--- src/rtl/branch_pred_unit.sv ---
// Branch prediction unit: gshare direction predictor (2-bit counters indexed by
// PC xor global history) plus a direct-mapped BTB. Lookup is combinational
// against pre-edge state; resolved branches from AGEX update the tables on the
// clock edge. After reset an INIT sweep clears the tables before ready rises.
//
// Ports:
//   clk, reset          clock, synchronous active-high reset
//   fe_req, fe_pc       fetch-stage lookup request and PC
//   pred_taken          redirect fetch to pred_target
//   pred_target         BTB target when predicted taken, else fe_pc+4
//   pred_pt_idx         pattern-table index used, returned later as upd_pt_idx
//   upd_*               resolved control-flow instruction from AGEX
//   ready               table initialisation complete
module branch_pred_unit #(
   parameter int unsigned DBITS        = 32,
   parameter int unsigned PTINDEXBITS  = 8,
   parameter int unsigned BTBINDEXBITS = 6
) (
   input  logic                   clk,
   input  logic                   reset,
   input  logic                   fe_req,
   input  logic [DBITS-1:0]       fe_pc,
   output logic                   pred_taken,
   output logic [DBITS-1:0]       pred_target,
   output logic [PTINDEXBITS-1:0] pred_pt_idx,
   input  logic                   upd_valid,
   input  logic [DBITS-1:0]       upd_pc,
   input  logic [PTINDEXBITS-1:0] upd_pt_idx,
   input  logic                   upd_is_cond,
   input  logic                   upd_taken,
   input  logic [DBITS-1:0]       upd_target,
   output logic                   ready
);

   localparam int unsigned PT_ENTRIES  = 1 << PTINDEXBITS;
   localparam int unsigned BTB_ENTRIES = 1 << BTBINDEXBITS;
   localparam int unsigned TAGBITS     = DBITS - BTBINDEXBITS - 2;
   localparam logic [PTINDEXBITS:0] BTB_LIMIT = (PTINDEXBITS+1)'(BTB_ENTRIES);

   typedef enum logic {INIT = 1'b0, RUN = 1'b1} state_t;

   state_t                   state;
   logic [PTINDEXBITS-1:0]   init_cnt;
   logic [PTINDEXBITS-1:0]   bhr;

   // Tables carry no reset; only the INIT sweep clears them.
   logic [1:0]               pt         [PT_ENTRIES];
   logic                     btb_valid  [BTB_ENTRIES];
   logic [TAGBITS-1:0]       btb_tag    [BTB_ENTRIES];
   logic [DBITS-1:0]         btb_target [BTB_ENTRIES];
   logic                     btb_uncond [BTB_ENTRIES];

   logic [BTBINDEXBITS-1:0]  lu_btb_idx;
   logic [TAGBITS-1:0]       lu_tag;
   logic                     lu_hit;
   logic [BTBINDEXBITS-1:0]  up_btb_idx;
   logic [TAGBITS-1:0]       up_tag;
   logic                     upd_en;
   logic [1:0]               pt_cur;
   logic [1:0]               pt_next;
   logic                     unused_pc_bits;

   // Byte-offset bits never take part in indexing.
   assign unused_pc_bits = ^{fe_pc[1:0], upd_pc[1:0]};

   // Gated by reset so a RUN-state block reads as not ready while held in reset.
   assign ready = (state == RUN) && !reset;

   // Lookup path
   assign pred_pt_idx = fe_pc[PTINDEXBITS+1:2] ^ bhr;
   assign lu_btb_idx  = fe_pc[BTBINDEXBITS+1:2];
   assign lu_tag      = fe_pc[DBITS-1:BTBINDEXBITS+2];
   assign lu_hit      = btb_valid[lu_btb_idx] && (btb_tag[lu_btb_idx] == lu_tag);
   assign pred_taken  = fe_req && ready && lu_hit &&
                        (btb_uncond[lu_btb_idx] || pt[pred_pt_idx][1]);
   assign pred_target = pred_taken ? btb_target[lu_btb_idx] : fe_pc + DBITS'(4);

   // Update path
   assign upd_en     = upd_valid && ready;
   assign up_btb_idx = upd_pc[BTBINDEXBITS+1:2];
   assign up_tag     = upd_pc[DBITS-1:BTBINDEXBITS+2];
   assign pt_cur     = pt[upd_pt_idx];

   // Saturating 2-bit counter step
   always_comb begin
      pt_next = pt_cur;
      if (upd_taken) begin
         if (pt_cur != 2'b11) pt_next = pt_cur + 2'd1;
      end else begin
         if (pt_cur != 2'b00) pt_next = pt_cur - 2'd1;
      end
   end

   // Control state: INIT sweep counter, FSM and global history
   always_ff @(posedge clk) begin
      if (reset) begin
         state    <= INIT;
         init_cnt <= '0;
         bhr      <= '0;
      end else begin
         case (state)
            INIT: begin
               init_cnt <= init_cnt + PTINDEXBITS'(1);
               if (init_cnt == '1) state <= RUN;
            end
            RUN: begin
               if (upd_en && upd_is_cond) bhr <= {bhr[PTINDEXBITS-2:0], upd_taken};
            end
            default: state <= INIT;
         endcase
      end
   end

   // Table writes: INIT sweep, or resolved-branch update in RUN
   always_ff @(posedge clk) begin
      if (state == INIT) begin
         pt[init_cnt] <= 2'b01;
         if ({1'b0, init_cnt} < BTB_LIMIT)
            btb_valid[init_cnt[BTBINDEXBITS-1:0]] <= 1'b0;
      end else if (upd_en) begin
         if (upd_is_cond) pt[upd_pt_idx] <= pt_next;
         // Not-taken conditionals leave the BTB alone.
         if (upd_taken || !upd_is_cond) begin
            btb_valid[up_btb_idx]  <= 1'b1;
            btb_tag[up_btb_idx]    <= up_tag;
            btb_target[up_btb_idx] <= upd_target;
            btb_uncond[up_btb_idx] <= !upd_is_cond;
         end
      end
   end

endmodule

--- config.mk ---
export PLATFORM = sky130hd
export DESIGN_NAME = branch_pred_unit
export DESIGN_NICKNAME = d
export VERILOG_FILES = /design/src/rtl/branch_pred_unit.sv
export SDC_FILE = /design/constraint.sdc
export NUM_CORES = 2
export LEC_CHECK = 0
export CORE_MARGIN = 1.5
export CORE_UTILIZATION = 30
export DETAILED_ROUTE_END_ITERATION = 7
export PLACE_DENSITY = 0.56
export SETUP_SLACK_MARGIN = 0.5
export SYNTH_ARGS = -nofsm -noshare
export SYNTH_HDL_FRONTEND = slang
export SYNTH_MEMORY_MAX_BITS = 65536
export SYNTH_SLANG_ARGS = --single-unit
--- constraint.sdc ---
create_clock -name clk -period 31 [get_ports clk]
set_input_delay 6.2 -clock clk [delete_from_list [all_inputs] [get_ports clk]]
set_output_delay 6.2 -clock clk [all_outputs]
set_load 0.005 [all_outputs]
==> flow_summary.ini <==
[outcome]
status = complete, but fails checks
violations = design-rule violations

[timing]
slew_violations = 0
worstMarginPinSlew_ns = 1.41
period_needed_ns = 20.22
hold_viol = 0
relSlewSlack_pct = 3.80
fmax_mhz = 49.4
tns_ns = 0
fin_crit_sh_pct = 65.2
setup_violations = 0
fin_skew_ns = 0.0761
grt_setup_unrepaired = false

[min_path]
hold_class = reg2reg

[routing]
drt-total-wl_um = 522000
routedWlPerCell_um = 33.0
via_count = 85100
vias_per_cell = 5.39
drt_pass1_iterations = 7
ant_nets = 0
drcViolationCount = 36
dr.first_iter.drc_count = 11900

[clock_network]
htree_levels = 5
cts_setup_buffers = 0
clock_path_buffers = 4
clkTransAtPathRegs_ns = 0.05
clock_sinks = 4241
cts_hold_buf = 0
ctsResizeCount = 0
insertion_delay_ns = 1.07
numCtsBuffers = 433
cts_root_buf = clkbuf_16
cts_tree = built

[grt]
grt_max_degree = 129
grt_first_pass_wirelength_um = 709000
antenna_found_initial = 55
overflow = 0
grt_pass1_vias = 85300
grtUsageTotal_pct = 18.1

[yosys]
yosys_warnings = 0
async_flop_share_pct = 0
syn-cell-area_um2 = 167000
ys_top_cells_by_count = 4224 x edfxtp_1, 1222 x mux4_2, 442 x nor2_1
ys_types = 80
ys.flop_type = edfxtp_1
yosysTopAreaCell = edfxtp_1
yosysTopAreaCellShare_pct = 75.8
syn_inst = 7539
synth_area_leaders = edfxtp_1 76%, mux4_2 16%, mux2i_1 1.2%
synth_fp_nets = 7651
synth_seq_cells = 4241
syn_avg_cell_area_um2 = 22.2
seq_area_frac_synth_pct = 76.0
synth-edff-count = 4224
yosys.cell_count.top_type = edfxtp_1

[critical_path]
path_common_cell = buf_4
critPathKind = in2out
crit_slowest_cell = buf_4
end_kind = output pin
path_cells = buf_8 > buf_4 > buf_4 > buf_4 > buf_4 > mux4_2 > a22oi_1 > nand3_1 > xor2_1 > o211ai_1 > o21ai_0 > a2111oi_2 > nand4_4 > buf_4 > mux2_4 > clkdlybuf4s50_1
crit_buf_inv = 7
worstPathArrival_ns = 14.02
cp_max_fo = 68
crit_family = buffers and inverters
cpPeakStageDelay_ns = 0.71
crit_path_start_kind = input port
worst-endpoint-required_ns = 24.80

[cells_and_area]
area_delta_synth_final_pct = 14.7
instances_no_fill = 15800
post-route-util_pct = 34.5
postLayoutCellArea_um2 = 192000
fin_nets = 8062
layout-drive-gt1-share_pct = 27.7

[die]
dieArea_um2 = 563000
num_io_pins = 152
rows = 274
die_x_um = 750
initial_core_util_pct = 30.1
die_h_um = 750
coreArea_um2 = 556000

[power_and_ir_drop]
leakagePower_uw = 0.0598
vdd_ir_drop_max_mv = 0.0537
p_per_area_nw_per_um2 = 62.4

[placement]
gp_congestion = 0.815
io_buffers = 149
place_area_um2 = 178000
dp_hpwl_um = 292000
post-place-cells = 15000

[job]
maxCapViolCount = 0
final timing paths:
kind | start | to | slack [ns] | cells past startpoint
max | fe_pc[3] | pred_target[21] | 10.78 | 16
min | bhr[7]$_SDFFE_PP0P_ | bhr[7]$_SDFFE_PP0P_ | 0.47 | 2
max reg2reg | state$_SDFF_PP0_ | btb_tag[58][11]$_DFFE_PP_ | 25.11 | 8
min reg2reg | bhr[7]$_SDFFE_PP0P_ | bhr[7]$_SDFFE_PP0P_ | 0.47 | 2
where the power goes:
part / internal, µW / switching [µW] / leakage (µW)
Sequential: 6290 / 1.14 / 0.0395
Combinational: 207 / 355 / 0.0136
Clock: 2890 / 2240 / 0.00674
routing by layer:
layer / vias to the layer above / share of wire, % / track usage [%]
li1: 32800 / - / -
met5: - / 0.018 / 0
met3: 883 / 9.4 / 3.66
met4: 16 / 3.4 / 5.48
met2: 4579 / 48 / 29.5
met1: 46800 / 39 / 24.5
cells by family (layout without fill, tap and decap cells):
group / count (synthesis) / after routing / share of synthesized area [%]
AOI/OAI and AO/OA: 372 / 372 / 1.58
xor gates and xnor gates: 69 / 69 / 0.377
adders and majority gates: 3 / 3 / 0.0209
buffers and inverters: 453 / 1231 / 1.44
DFF: 4241 / 4241 / 76.0
muxes: 1489 / 1489 / 18.2
other: 0 / 25 / 0
and+or+nand+nor: 912 / 912 / 2.39
final cells by class:
cell class / instances / area, µm²
Clock buffer: 515 / 11200
Sequential cell: 4241 / 127000
Clock inverter: 287 / 2580
Fill cell: 51200 / 364000
Inverter: 20 / 86.3
Antenna cell: 25 / 62.6
Multi-Input combinational cell: 2845 / 38400
Tap cell: 7452 / 9320
Timing Repair Buffer: 409 / 3210
flip-flops by register name, summed over array words and instances (netlist names):
signal and cells:
bhr 8, state 1, btb_uncond 64, btb_valid 64, btb_target 2048, btb_tag 1536
init_cnt 8, pt 512
cells in the final DEF, fill, tap and decap left out, types with 39 or more instances in the layout:
master and count:
edfxtp_1 4224, mux4_2 1222, clkbuf_16 437, nor2_1 376
buf_4 260, nand2_1 211, mux2i_1 201, clkinv_1 137
clkdlybuf4s50_1 83, clkinv_2 78, clkbuf_1 78, a22oi_1 73
nand3_1 68, nor2_4 66, buf_2 58, a21oi_1 54
xnor2_1 39
stage by stage:
step | worst slack, ns | hold WS [ns] | total power, µW
after global routing | 10.25 | 0.488 | 12300
after detailed placement | 10.61 | 0.462 | 6980
after CTS | 10.60 | 0.462 | 12100
final | 10.78 | 0.468 | 12000
after global placement | 10.67 | 0.484 | 6970
after floorplan | 14.28 | 0.449 | 6730
worst min-delay path: cells and delay by family (launching register included):
kind | cells | cell delay (ns)
AOI/OAI and AO/OA | 1 | 0.05
and+or+nand+nor | 1 | 0.05
DFF | 1 | 0.32
(Power assumes the default switching activity.)
